### config.mk
export PLATFORM = sky130hd
export DESIGN_NAME = step_sequencer
export DESIGN_NICKNAME = d
export VERILOG_FILES = /design/src/rtl/step_sequencer.sv
export SDC_FILE = /design/constraint.sdc
export NUM_CORES = 1
export LEC_CHECK = 0
export ABC_AREA = 1
export CAP_MARGIN = 25
export CORE_UTILIZATION = 40
export CTS_CLUSTER_SIZE = 12
export DETAILED_ROUTE_END_ITERATION = 16
export SKIP_CTS_REPAIR_TIMING = 1
export SYNTH_ARGS = -nofsm -noshare
export SYNTH_HDL_FRONTEND = slang
export SYNTH_SLANG_ARGS = --single-unit
### constraint.sdc
create_clock -name clk -period 2.4 [get_ports clk]
set_input_delay 0.72 -clock clk [delete_from_list [all_inputs] [get_ports clk]]
set_output_delay 0.72 -clock clk [all_outputs]
set_load 0.02 [all_outputs]
### src/rtl/step_sequencer.sv
// Timestep sequencer: admits NPART particles to the scatter pipeline, drains and
// flushes it, then issues NPAIR solve address pairs and waits for their responses.
module step_sequencer #(
    parameter int unsigned NPART      = 4096,
    parameter int unsigned PIPE_DEPTH = 8,
    parameter int unsigned NPAIR      = 512,
    parameter int unsigned AW         = 16
) (
    input  logic          clk,
    input  logic          rst,
    input  logic          start,
    input  logic          part_valid,
    output logic          part_ready,
    input  logic          part_retire,
    output logic          step,
    output logic          req_valid,
    output logic [AW-1:0] req_addr0,
    output logic [AW-1:0] req_addr1,
    input  logic          resp_valid,
    output logic          busy,
    output logic          done,
    output logic          err
);

    localparam int unsigned AC_W = $clog2(NPART + 1);
    localparam int unsigned RQ_W = $clog2(NPAIR + 1);
    localparam int unsigned FL_W = $clog2(PIPE_DEPTH + 1);

    localparam logic [AC_W-1:0] NPART_C    = AC_W'(NPART);
    localparam logic [RQ_W-1:0] NPAIR_C    = RQ_W'(NPAIR);
    localparam logic [RQ_W-1:0] LAST_REQ_C = RQ_W'(NPAIR - 1);
    localparam logic [FL_W-1:0] LAST_FL_C  = FL_W'(PIPE_DEPTH - 1);

    // Every pair address 2k+1 must be representable in AW bits.
    if ((64'(NPAIR) * 64'd2 > (64'd1 << AW)) || (NPAIR == 0) || (PIPE_DEPTH == 0)) begin : g_cfg_check
        $error("step_sequencer: illegal configuration (NPAIR*2 exceeds 2**AW, or zero NPAIR/PIPE_DEPTH)");
    end

    typedef enum logic [2:0] {
        S_IDLE,
        S_SCATTER,
        S_DRAIN,
        S_FLUSH,
        S_SOLVE,
        S_WAIT,
        S_FIN
    } state_t;

    state_t          r_state;
    state_t          w_state_nxt;
    logic [AC_W-1:0] r_acc;
    logic [AC_W-1:0] w_acc_nxt;
    logic [AC_W-1:0] r_infl;
    logic [AC_W-1:0] w_infl_nxt;
    logic [RQ_W-1:0] r_req;
    logic [RQ_W-1:0] w_req_nxt;
    logic [RQ_W-1:0] r_resp;
    logic [RQ_W-1:0] w_resp_nxt;
    logic [FL_W-1:0] r_flush;
    logic [FL_W-1:0] w_flush_nxt;
    logic            w_err_set;
    logic            w_accept;
    logic [AW-1:0]   w_base;
    logic [AW-1:0]   w_addr0;
    logic [AW-1:0]   w_addr1;

    logic            r_step;
    logic            r_req_valid;
    logic [AW-1:0]   r_addr0;
    logic [AW-1:0]   r_addr1;
    logic            r_busy;
    logic            r_done;
    logic            r_err;

    assign part_ready = (r_state == S_SCATTER) && (r_acc < NPART_C);
    assign w_accept   = part_valid && part_ready;

    // Address pair for the request that will be visible next cycle.
    assign w_base  = AW'(w_req_nxt);
    assign w_addr0 = w_base << 1;
    assign w_addr1 = w_addr0 | AW'(1);

    // Next-state and counter logic.
    always_comb begin
        w_state_nxt = r_state;
        w_acc_nxt   = r_acc;
        w_infl_nxt  = r_infl;
        w_req_nxt   = r_req;
        w_resp_nxt  = r_resp;
        w_flush_nxt = r_flush;
        w_err_set   = 1'b0;

        if (w_accept) begin
            w_acc_nxt = r_acc + AC_W'(1);
        end

        // Simultaneous accept and retire leave the in-flight count unchanged.
        if (w_accept && !part_retire) begin
            w_infl_nxt = r_infl + AC_W'(1);
        end else if (!w_accept && part_retire) begin
            if (r_infl == '0) begin
                w_err_set = 1'b1;
            end else begin
                w_infl_nxt = r_infl - AC_W'(1);
            end
        end

        if (resp_valid) begin
            if (((r_state == S_SOLVE) || (r_state == S_WAIT)) && (r_resp < NPAIR_C)) begin
                w_resp_nxt = r_resp + RQ_W'(1);
            end else begin
                w_err_set = 1'b1;
            end
        end

        case (r_state)
            S_IDLE: begin
                if (start) begin
                    w_acc_nxt   = '0;
                    w_infl_nxt  = '0;
                    w_req_nxt   = '0;
                    w_resp_nxt  = '0;
                    w_flush_nxt = '0;
                    w_state_nxt = S_SCATTER;
                end
            end
            S_SCATTER: begin
                if (w_acc_nxt == NPART_C) begin
                    w_state_nxt = S_DRAIN;
                end
            end
            S_DRAIN: begin
                w_flush_nxt = '0;
                if (w_infl_nxt == '0) begin
                    w_state_nxt = S_FLUSH;
                end
            end
            S_FLUSH: begin
                if (r_flush == LAST_FL_C) begin
                    w_state_nxt = S_SOLVE;
                end else begin
                    w_flush_nxt = r_flush + FL_W'(1);
                end
            end
            S_SOLVE: begin
                w_req_nxt = r_req + RQ_W'(1);
                if (w_resp_nxt == NPAIR_C) begin
                    w_state_nxt = S_FIN;
                end else if (r_req == LAST_REQ_C) begin
                    w_state_nxt = S_WAIT;
                end
            end
            S_WAIT: begin
                if (w_resp_nxt == NPAIR_C) begin
                    w_state_nxt = S_FIN;
                end
            end
            S_FIN: begin
                w_state_nxt = S_IDLE;
            end
            default: begin
                w_state_nxt = S_IDLE;
            end
        endcase
    end

    // State, counters and registered outputs derived from the next state.
    always_ff @(posedge clk) begin
        if (rst) begin
            r_state     <= S_IDLE;
            r_acc       <= '0;
            r_infl      <= '0;
            r_req       <= '0;
            r_resp      <= '0;
            r_flush     <= '0;
            r_step      <= 1'b0;
            r_req_valid <= 1'b0;
            r_addr0     <= '0;
            r_addr1     <= '0;
            r_busy      <= 1'b0;
            r_done      <= 1'b0;
            r_err       <= 1'b0;
        end else begin
            r_state     <= w_state_nxt;
            r_acc       <= w_acc_nxt;
            r_infl      <= w_infl_nxt;
            r_req       <= w_req_nxt;
            r_resp      <= w_resp_nxt;
            r_flush     <= w_flush_nxt;
            r_step      <= (w_state_nxt == S_SOLVE) || (w_state_nxt == S_WAIT);
            r_req_valid <= (w_state_nxt == S_SOLVE);
            r_addr0     <= (w_state_nxt == S_SOLVE) ? w_addr0 : '0;
            r_addr1     <= (w_state_nxt == S_SOLVE) ? w_addr1 : '0;
            r_busy      <= (w_state_nxt != S_IDLE);
            r_done      <= (w_state_nxt == S_FIN);
            r_err       <= r_err || w_err_set;
        end
    end

    assign step      = r_step;
    assign req_valid = r_req_valid;
    assign req_addr0 = r_addr0;
    assign req_addr1 = r_addr1;
    assign busy      = r_busy;
    assign done      = r_done;
    assign err       = r_err;

endmodule

# Word-level counts from Yosys, hierarchy flattened
# Cells that the tools add are included.
[word_totals] regBits=80 output_inout_bits=38 inputBits=6 word_cells=85
[classes] reduce_logical=17 muxes=31 add_sub_neg=6 order_cmp=2 bitwise=1 eq_ne=14
[op_table] op="2-to-1 mux 13 bit" count=8
[op_table] op="2-to-1 mux 10 bit" count=5
[op_table] op="adder 13 x 1 -> 13 bit, second input constant" count=2
[op_table] op="zero test 13 bit" count=2
[op_table] op="2-to-1 mux 3 bit" count=7
[op_table] op="adder 10 x 1 -> 10 bit, second input constant" count=2
[op_table] op="one-hot mux 10 bit (2 select lines)" count=1
[op_table] op="one-hot mux 3 bit (6 select lines)" count=1
[op_table] op="equality test 3 bit, second input constant" count=5
[op_table] op="equality test 13 bit, second input constant" count=1
[op_table] op="less-than comparator 13 bit, second input constant" count=1
[op_table] op="subtractor 13 x 1 -> 13 bit, second input constant" count=1
[op_table] op="one-hot mux 4 bit (3 select lines)" count=1
[op_table] op="equality test 10 bit, second input constant" count=1
[op_table] op="equality test 10 x 9 -> 1 bit, second input constant" count=1
[op_table] op="less-than comparator 10 bit, second input constant" count=1
[op_table] op="2-to-1 mux 4 bit" count=2
[op_table] op="equality test 3 x 2 -> 1 bit, second input constant" count=2
[op_table] op="2-to-1 mux 1 bit" count=6
[op_table] op="nonzero test 3 bit" count=2
[op_table] op="logical AND 1 bit" count=5
[op_table] op="adder 4 x 1 -> 4 bit, second input constant" count=1
[op_table] op="equality test 4 x 3 -> 1 bit, second input constant" count=1
[op_table] op="!= test 2 bit, second input constant" count=2
[op_table] op="other kinds (7)" count=10

# Longest topological paths before layout
# Gate-level depths: netlist of the first run.
[logic_depth] depth_word=13 ltp_mapped=19 ltp_nobuf=19

# Worst setup path before layout of the first run
# No wires, ideal clock.
[synth_path] path_type="input to register" from="input part_valid" to="register r_addr1[6] (netlist: req_addr1[6])" cell_stages=15 t_required_ps=2279 setup_slack_ps=248 setup_ps=121 path_buffers=3 t_arrival_ps=2031 path_cell_list="nand4_2 > buf_6 > nand2_1 > buf_4 > nand2_1 > o21ai_1 > nand2_1 > nand2_1 > nor2_1 > nand3_1 > nor2_1 > nand2_1 > nand4_2 > buf_6 > nor2_2"
[synth_between] elab_chain_cells=11 elab_cells_between_ends=15 cone_classes="2 x eq/ne; 6 x mux; 1 x bitwise; 6 x reduce/logical"
[synth_lines] element="start: declaration" line_no="12" text="input logic part_valid,"
[synth_lines] element="logical AND 1 bit (*)" line_no="76" text="assign w_accept = part_valid && part_ready;"
[synth_lines] element="zero test 1 bit" line_no="100" text="end else if (!w_accept && part_retire) begin"
[synth_lines] element="logical AND 1 bit" line_no="100"
[synth_lines] element="2-to-1 mux 13 bit" line_no="100"
[synth_lines] element="2-to-1 mux 13 bit" line_no="98" text="if (w_accept && !part_retire) begin"
[synth_lines] element="zero test 13 bit" line_no="134" text="if (w_infl_nxt == '0) begin"
[synth_lines] element="2-to-1 mux 3 bit" line_no="134"
[synth_lines] element="one-hot mux 3 bit (6 select lines) (*)" line_no="116" text="case (r_state)"
[synth_lines] element="equality test 3 bit (*)" line_no="193" text="r_addr1 <= (w_state_nxt == S_SOLVE) ? w_addr1 : '0;"
[synth_lines] element="NOT 1 bit (no line) (*)"
[synth_lines] element="OR reduction 2 bit (no line) (*)"
[synth_lines] element="end signal: assignment" line_no="193"
[synth_lines] element="end: declaration" line_no="70" text="logic [AW-1:0] r_addr1;"
# Mark *: on every way between the ends. The rest lies on a longest branch, timed or not.
# A chain may end at the register's enable or synchronous reset.

# Final worst setup path of the first run
[layout_path] from="register r_acc[12]" to="register r_addr1[9] (netlist: req_addr1[9])"
[layout_between] elab_chain_cells=13 elab_cells_between_ends=18 cone_classes="1 x add/sub; 1 x order compare; 2 x eq/ne; 6 x mux; 1 x bitwise; 7 x reduce/logical"
[layout_lines] element="start: declaration" line_no="51" text="logic [AC_W-1:0] r_acc;"
[layout_lines] element="start signal: assignment" line_no="185" text="r_acc <= w_acc_nxt;"
[layout_lines] element="less-than comparator 13 bit" line_no="75" text="assign part_ready = (r_state == S_SCATTER) && (r_acc < NPART_C);"
[layout_lines] element="logical AND 1 bit" line_no="75"
[layout_lines] element="logical AND 1 bit" line_no="76"
[layout_lines] element="zero test 1 bit" line_no="100"
[layout_lines] element="logical AND 1 bit" line_no="100"
[layout_lines] element="2-to-1 mux 13 bit" line_no="100"
[layout_lines] element="2-to-1 mux 13 bit" line_no="98"
[layout_lines] element="zero test 13 bit" line_no="134"
[layout_lines] element="2-to-1 mux 3 bit" line_no="134"
[layout_lines] element="one-hot mux 3 bit (6 select lines) (*)" line_no="116"
[layout_lines] element="equality test 3 bit (*)" line_no="193"
[layout_lines] element="NOT 1 bit (no line) (*)"
[layout_lines] element="OR reduction 2 bit (no line) (*)"
# Marked as above.

==> results of run 1 <==
## synthesized netlist by cell type, types with 2 or more instances
library cell,n
a32oi_1,2
o21ai_1,7
nand3b_1,2
nor2_4,6
nor2_1,92
dfxtp_1,68
inv_2,7
inv_1,86
nor3b_1,2
buf_4,23
nand4_2,3
clkbuf_1,8
or2_2,2
nor2_2,14
nand3_1,50
nor3_1,14
nand2_2,6
o21bai_1,2
clkinv_1,2
o21ai_0,12
buf_2,6
xor2_1,6
a31oi_1,2
ha_1,7
nand4_1,14
nand2_1,204
a21oi_1,28
buf_6,2
## final cells by class
type	instances	area, um2	share of cell area
multi-input combinational	500	2470	0.447
clock buffer	10	138	0.0249
tap	136	170	0.0308
inverter	95	360	0.0651
clock inverter	6	63.8	0.0115
sequential	68	1380	0.249
timing repair buffer	107	946	0.171
## worst paths after layout
check,endpoint,slack [ns],cells past startpoint
worst max register to register,req_addr1[9],0.17,16
worst min register to register,r_acc[8],0.52,2
worst min-delay path,r_acc[8],0.52,2
worst max-delay path,req_addr1[9],0.17,16
## tightest hold or removal path, cell delays in order, from the launching register on
cell	delay (ns)
dfxtp_1	0.35
o21ai_2	0.07
a21oi_1	0.06
## per-stage QoR
stage	instance area (um2)	setup slack (ns)	TNS [ns]	cells	total power [mW]
2_1_floorplan	4340	0.248	0	701	3.27
3_3_place_gp	5160	-0.475	-6.98	903	4.22
3_5_place_dp	5160	-0.546	-7.65	903	4.21
4_1_cts	5360	-0.177	-1.92	919	5.21
5_1_grt	5530	-0.0838	-0.801	922	5.91
6_report	5530	0.168	0	922	5.42
## registers in the layout, indices dropped and copies added, names as in the netlist
signal	count
r_flush	4
req_addr1	10
err	1
step	1
r_resp	10
done	1
busy	1
r_state	3
r_infl	13
r_req	10
r_acc	13
req_valid	1
## cell usage in the layout, fill, tap and decap left out, types with 3 or more instances in the layout
master / instances
nor2_1: 83
inv_2: 9
o21ai_1: 7
nand2_1: 202
clkbuf_8: 10
ha_1: 4
a21oi_1: 28
dlymetal6s2s_1: 4
nand4_1: 14
nand3_1: 46
clkdlybuf4s50_1: 28
dfxtp_2: 6
buf_4: 69
nand3_2: 4
buf_12: 3
inv_1: 83
clkinvlp_4: 3
nand2_2: 9
xor2_1: 6
o21ai_0: 12
nor2_2: 21
nor3_1: 14
dfxtp_1: 59
conb_1: 11
dfxtp_4: 3
nor2_4: 8
## report_power, final
group / internal [mW] / switching (mW) / total (mW)
Sequential: 1.26 / 0.160 / 1.42
Combinational: 1.24 / 1.79 / 3.02
Clock: 0.506 / 0.472 / 0.978
Total: 3.00 / 2.42 / 5.42
## cell families (layout without fill, tap and decap cells)
family	Yosys count	in the layout
fa+ha+maj	7	7
buf+inv	134	218
simple gates	415	416
flops	68	68
xor+xnor	7	7
compound gates	59	59
other cells	1	11
## routing by layer
layer,GRT usage,vias up,part of all wire
li1,-,2319,-
met1,0.256,2029,0.46
met2,0.339,92,0.48
met3,0.0346,13,0.038
met4,0.0685,0,0.016
met5,0,-,0
==> impl_metrics.yaml, run 1 <==
clock_network:
  clock_latency_ns: 0.35
  clk_pin_slew_ns: 0.08
  cts_buffer_depth: 2
  cts_made_buffers: 9
  cts_root_buf: "clkbuf_8"
  clkSinkCount: 68
  cts_tree: "yes"
  cts-htree-levels: 3
min_path:
  min_from: "r_acc[8]"
  worst_hold_path_type: "reg2reg"
setup_path:
  cp_top_family: "simple AND/OR/NAND/NOR gates"
  crit_required_ns: 2.64
  cp_common_cell: "nand2_1"
  critPathLaunch: "r_acc[12]"
  worstSetupStartpointType: "flop"
  worst_ep_arrival_time_ns: 2.47
  critPathSlowestCell: "dfxtp_1"
  crit_type: "reg2reg"
  crit_chain: "clkinvlp_4 -> nand4_4 -> nand2_1 -> buf_4 -> buf_4 -> nand2_1 -> nand2_1 -> nand2_1 -> nand2_1 -> nor2_1 -> nand2_1 -> nor2_1 -> nand2_1 -> nand4_2 -> buf_12 -> nor2_2"
  worstPathMaxFanout: 10
  cp.buffers_inverters: 4
  critPathCaptureType: "flop"
  rr_startpoint: "r_acc[12]"
  crit_path_max_incr_delay_ns: 0.36
yosys:
  yosys.area_share.simple: 0.430
  yosys_most_used_dff: "dfxtp_1"
  syn_area_per_cell_um2: 6.23
  synth.area.top_cells: "dfxtp_1, nand2_1, nor2_1"
  synth_enable_flop_cells: 0
  syn_inst: 691
  synth_warnings: 0
  synth-xor-area-share: 0.0142
  synthAdderAreaFrac: 0.0204
  synth_cell_type_count: 42
  synth_top_family_by_area: "simple AND/OR/NAND/NOR gates"
  synth_top_area_frac: 0.316
  ys_seq_area_frac: 0.316
  async_flop_share: 0
  syn-cell-area_mm2: 0.00430
  synth_compound_area_frac: 0.0762
  synthMuxAreaShare: 0
  synth_seq_cells: 68
  synth_top_cell_by_area: "dfxtp_1"
global_route:
  first_global_vias: 4090
  grt_pass1_wl_mm: 18.1
  antenna_found_initial: 0
  grtUsageTotal: 0.201
  grt_max_degree: 37
  grt_overflow: 0
routing:
  drt_drc_violations_left: 0
  routed_wl_mm: 10.5
  drtPass1Iterations: 4
  detail_route.wl_per_cell_um: 11.4
  drt_iter0_markers: 201
  via_count: 4453
  drtAntennaViolNets: 0
  avgViaCountPerCell: 4.83
final_layout:
  area_growth_pct: 28.6
  n_antenna_cell: 0
  drive_above_1_share: 0.210
  finish.utilization: 0.533
  nNetsFinal: 794
  nFillCells: 1072
placed_design:
  dp_hpwl_mm: 7.87
  portBuffers: 32
  gp_congestion: 0.922
timing:
  hold_slack_ns: 0.522
  min_period_over_period: 0.930
  max_freq_mhz: 448
  rsz0062_at_grt: "true"
  skew_ns: 0.00745
  setup_viol: 0
  finalHoldViolations: 0
  period_needed_ns: 2.23
  slew_viol_final: 0
floorplan:
  die_w_um: 106
  die_area_mm2: 0.0112
  rows: 37
  io_pins: 44
  fp.dieH_um: 106
  coreArea_mm2: 0.0104
  initial_core_util: 0.415
power_and_ir_drop:
  powerDensity_mw_per_mm2: 979
  vdd_drop_max_uv: 714
  p_leak_nw: 2.50
job:
  cap_violations: 0
outcome:
  status: "finished, final reports clean"
Power figures use the tool's default switching activity.
==> run 2: changes to the inputs <==
--- a/config.mk
+++ b/config.mk
@@ -7,6 +7,7 @@
 export LEC_CHECK = 0
 export ABC_AREA = 1
 export CAP_MARGIN = 25
+export CORE_MARGIN = 8
 export CORE_UTILIZATION = 40
 export CTS_CLUSTER_SIZE = 12
 export DETAILED_ROUTE_END_ITERATION = 16
==> impl_metrics.yaml, run 2 (synthesis gave the netlist of run 1 again) <==
routing:
  routed_wl_mm: 10.9
  drt_iter0_markers: 238
  via_count: 4416
  avgViaCountPerCell: 4.79
  drtAntennaViolNets: 0
  drt_drc_violations_left: 0
  detail_route.wl_per_cell_um: 11.9
  drtPass1Iterations: 4
timing:
  finalHoldViolations: 0
  min_period_over_period: 0.961
  period_needed_ns: 2.31
  slew_viol_final: 0
  setup_tns_ns: 0
  setup_viol: 0
  max_freq_mhz: 434
  skew_ns: 0.0137
power_and_ir_drop:
  netSwitchingFraction: 0.447
  p_int_mw: 2.94
  combPwrFrac: 0.537
  vdd_drop_max_uv: 824
  netSwitchingPower_mw: 2.37
  seq_power_share: 0.272
  finalPower_mw: 5.31
  clock_power_share: 0.190
  powerDensity_mw_per_mm2: 949
  p_leak_nw: 2.49
final_layout:
  final_cell_mix: "nand2_1, inv_1, nor2_1, buf_4, dfxtp_1"
  drive_above_1_share: 0.225
  nNetsFinal: 790
  final_cells: 922
  area_growth_pct: 30.1
  top_regs: "r_acc (13), r_infl (13)"
  n_antenna_cell: 0
  final_common_cell: "nand2_1"
clock_network:
  cts_root_buf: "clkbuf_8"
  clock_latency_ns: 0.35
  cts_buffer_depth: 2
  clk_pin_slew_ns: 0.09
  clkSinkCount: 68
  cts_made_buffers: 9
  cts-htree-levels: 3
  cts_tree: "yes"
global_route:
  first_global_vias: 4020
  grt_max_degree: 37
  grt_pass1_wl_mm: 17.6
  antenna_found_initial: 0
  grt_overflow: 0
  grtUsageTotal: 0.144
setup_path:
  worstSetupStartpointType: "flop"
  crit_required_ns: 2.69
  worstPathMaxFanout: 5
  critPathCaptureType: "flop"
  ff2ff_path_depth: 18
  crit_type: "reg2reg"
  worst_ep_arrival_time_ns: 2.60
floorplan:
  rows: 38
  coreArea_mm2: 0.0107
  die_w_um: 120
  fp.dieH_um: 120
  die_area_mm2: 0.0143
  io_pins: 44
  initial_core_util: 0.404
placed_design:
  dp_hpwl_mm: 7.94
  gp_congestion: 0.879
  post-place-cells: 897
  portBuffers: 32
outcome:
  status: "finished, final reports clean"
min_path:
  worst_hold_path_type: "reg2reg"
  min_path_cells: 2
job:
  cap_violations: 0
## run 2: layout make-up
| type | instances | area [um2] |
|---|---|---|
| Clock buffer | 9 | 124 |
| Clock inverter | 7 | 83.8 |
| Fill cell | 1046 | 5050 |
| Inverter | 95 | 365 |
| Multi-Input combinational cell | 501 | 2540 |
| Sequential cell | 68 | 1380 |
| Tap cell | 140 | 175 |
| Timing Repair Buffer | 102 | 931 |
## run 2: through the flow
stage | area (um2) | hold slack [ns] | util | worst slack (ns)
after CTS | 5300 | 0.518 | 0.498 | -0.270
after floorplan | 4340 | 0.470 | - | 0.248
after global routing | 5600 | 0.556 | 0.525 | -0.110
after global placement | 5090 | 0.500 | 0.478 | -0.608
final | 5600 | 0.522 | 0.525 | 0.0933
after detailed placement | 5090 | 0.505 | 0.478 | -0.634
## run 2: worst max-delay path, stage by stage (launching register included)
cell       delay [ns]
dfxtp_2          0.37
ha_4             0.16
nand3_1          0.11
inv_1            0.10
nand2_1          0.14
inv_1            0.12
nand3_2          0.09
nand2_1          0.09
nand2_1          0.06
inv_1            0.06
nand2_2          0.05
nor2_2           0.11
nand3_1          0.07
nand2_1          0.09
nand2_2          0.06
nor2_4           0.14
nand4_4          0.17
clkbuf_16        0.21
nor2_2           0.06
## run 2: worst paths after layout
| check | start | to | slack (ns) |
|---|---|---|---|
| worst max register to register | r_acc[1] | req_addr1[4] | 0.09 |
| worst min-delay path | r_flush[1] | r_flush[1] | 0.52 |
| worst max-delay path | r_acc[1] | req_addr1[4] | 0.09 |
| worst min register to register | r_flush[1] | r_flush[1] | 0.52 |
## run 2: per-layer routing
layer	global-route usage	vias to the layer above	part of all wire
met5	0	-	0
met4	0.0500	0	0.015
met3	0.0221	16	0.047
met2	0.254	91	0.48
met1	0.175	1995	0.46
li1	-	2314	-
## run 2: power by group through the flow
stage / logic (mW) / clock network (mW) / registers (mW)
after floorplan: 1.93 / 0 / 1.34
after global placement: 2.62 / 0 / 1.45
after detailed placement: 2.66 / 0 / 1.45
after CTS: 2.68 / 1.03 / 1.42
after global routing: 3.26 / 1.09 / 1.47
final: 2.85 / 1.01 / 1.45
==> run 3: changes to the inputs <==
--- a/config.mk
+++ b/config.mk
@@ -8,9 +8,10 @@
 export ABC_AREA = 1
 export CAP_MARGIN = 25
 export CORE_MARGIN = 8
-export CORE_UTILIZATION = 40
+export CORE_UTILIZATION = 50
 export CTS_CLUSTER_SIZE = 12
 export DETAILED_ROUTE_END_ITERATION = 16
+export PLACE_DENSITY = 0.84
 export SKIP_CTS_REPAIR_TIMING = 1
 export SYNTH_ARGS = -nofsm -noshare
 export SYNTH_HDL_FRONTEND = slang
==> impl_metrics.yaml, run 3 (synthesis gave the netlist of run 1 again) <==
setup_path:
  crit_type: "reg2reg"
  worst_ep_arrival_time_ns: 2.55
  crit_chain: "nand2_1 -> nor2_1 -> nand4_1 -> nor2_2 -> nand2_1 -> nand2_1 -> nand3_1 -> nor2_1 -> nand3_1 -> and2_1 -> nor2_4 -> nand4_2 -> buf_12 -> nor2_2"
  crit_end: "req_addr1[10]"
  critPathSlowestCell: "dfxtp_1"
  cp_common_cell: "nand2_1"
  critPathLaunch: "r_resp[2]"
  worstPathMaxFanout: 11
  crit_path_max_incr_delay_ns: 0.42
  worstSetupStartpointType: "flop"
  ff2ff_path_depth: 14
  reg2reg_slack_ns: 0.15
  critPathCaptureType: "flop"
  rr_startpoint: "r_resp[2]"
  worst_r2r_endpoint: "req_addr1[10]"
  crit_required_ns: 2.70
timing:
  slew_viol_final: 0
  min_period_over_period: 0.936
  setup_viol: 0
  hold_slack_ns: 0.519
  setup_tns_ns: 0
  finalHoldViolations: 0
  period_needed_ns: 2.25
  max_freq_mhz: 445
  skew_ns: 0.00734
  setup_slack_ns: 0.154
global_route:
  gr-usage-met1: 0.215
  antenna_found_initial: 0
  gr-usage-met2: 0.341
  grt_use_met3: 0.0414
  grt_overflow: 0
  grt_pass1_wl_mm: 18.7
  first_global_vias: 4342
  grt.busiest_layer: "met2"
  grt_max_degree: 37
  grtUsageTotal: 0.191
floorplan:
  fp.dieH_um: 109
  die_area_mm2: 0.0118
  die_w_um: 109
  rows: 34
  initial_core_util: 0.503
  io_pins: 44
  coreArea_mm2: 0.00855
final_layout:
  final_cells: 877
  nFillCells: 716
  final_cell_area_mm2: 0.00536
  n_antenna_cell: 0
  nNetsFinal: 777
  drive_above_1_share: 0.192
  finish.utilization: 0.627
  area_growth_pct: 24.6
  top_regs: "r_acc (13), r_infl (13)"
  final_common_cell: "nand2_1"
  final_cell_mix: "nand2_1, nor2_1, inv_1, dfxtp_1, buf_4"
clock_network:
  cts_made_buffers: 9
  clock_latency_ns: 0.37
  clk_pin_slew_ns: 0.09
  cts_root_buf: "clkbuf_8"
  cts_tree: "yes"
  clkSinkCount: 68
  cts-htree-levels: 3
  cts_buffer_depth: 2
power_and_ir_drop:
  p_leak_nw: 2.42
  netSwitchingFraction: 0.456
  clock_power_share: 0.188
  p_int_mw: 2.95
  netSwitchingPower_mw: 2.47
  seq_power_share: 0.266
  powerDensity_mw_per_mm2: 1010
  vdd_drop_max_uv: 1010
  combPwrFrac: 0.546
  finalPower_mw: 5.42
routing:
  drt_iter0_markers: 288
  routed_wl_mm: 11.4
  drtAntennaViolNets: 0
  avgViaCountPerCell: 5.27
  detail_route.wl_per_cell_um: 13.0
  via_count: 4622
  drt_drc_violations_left: 0
  drtPass1Iterations: 5
placed_design:
  dp_hpwl_mm: 8.22
  post-place-cells: 861
  place_ws_ns: -0.516
  placed_cell_area_mm2: 0.00503
  gp_congestion: 0.928
  portBuffers: 32
job:
  cap_violations: 0
min_path:
  min_from: "r_flush[1]"
  worst_hold_path_type: "reg2reg"
outcome:
  status: "finished, final reports clean"
-- run 3: layout make-up --
type	count	area, um2	share of cell area
multi-input combinational	499	2450	0.457
tap	108	135	0.0252
inverter	95	357	0.0665
sequential	68	1390	0.258
clock inverter	7	83.8	0.0156
clock buffer	9	124	0.0231
timing repair buffer	91	827	0.154
-- run 3: layer usage --
metal / wire length [um] / up-vias
li1: - / 2285
met1: 4530 / 2109
met2: 5790 / 201
met3: 841 / 27
met4: 237 / 0
met5: 0 / -
-- run 3: how the worst min path moves through the flow --
stage | to | slack (ns) | depth (start not counted)
after floorplan | r_flush[1] | 0.47 | 2
after global placement | r_flush[1] | 0.49 | 2
after detailed placement | r_flush[1] | 0.50 | 2
after CTS | r_flush[1] | 0.51 | 2
after global routing | err | 0.56 | 2
final | r_flush[1] | 0.52 | 2
-- run 3: power by group through the flow --
stage / sequential, mW / clock, mW / combinational [mW]
final: 1.44 / 1.02 / 2.96
after CTS: 1.41 / 1.03 / 2.79
after floorplan: 1.34 / 0 / 1.93
after global routing: 1.45 / 1.08 / 3.32
after global placement: 1.43 / 0 / 2.62
after detailed placement: 1.43 / 0 / 2.73
-- run 3: worst max-delay path, delay by kind of cell (launching register included) --
| family | cells | cell delay [ns] |
|---|---|---|
| buffers and inverters | 1 | 0.18 |
| flip-flops | 1 | 0.42 |
| AND/OR/NAND/NOR | 13 | 1.58 |
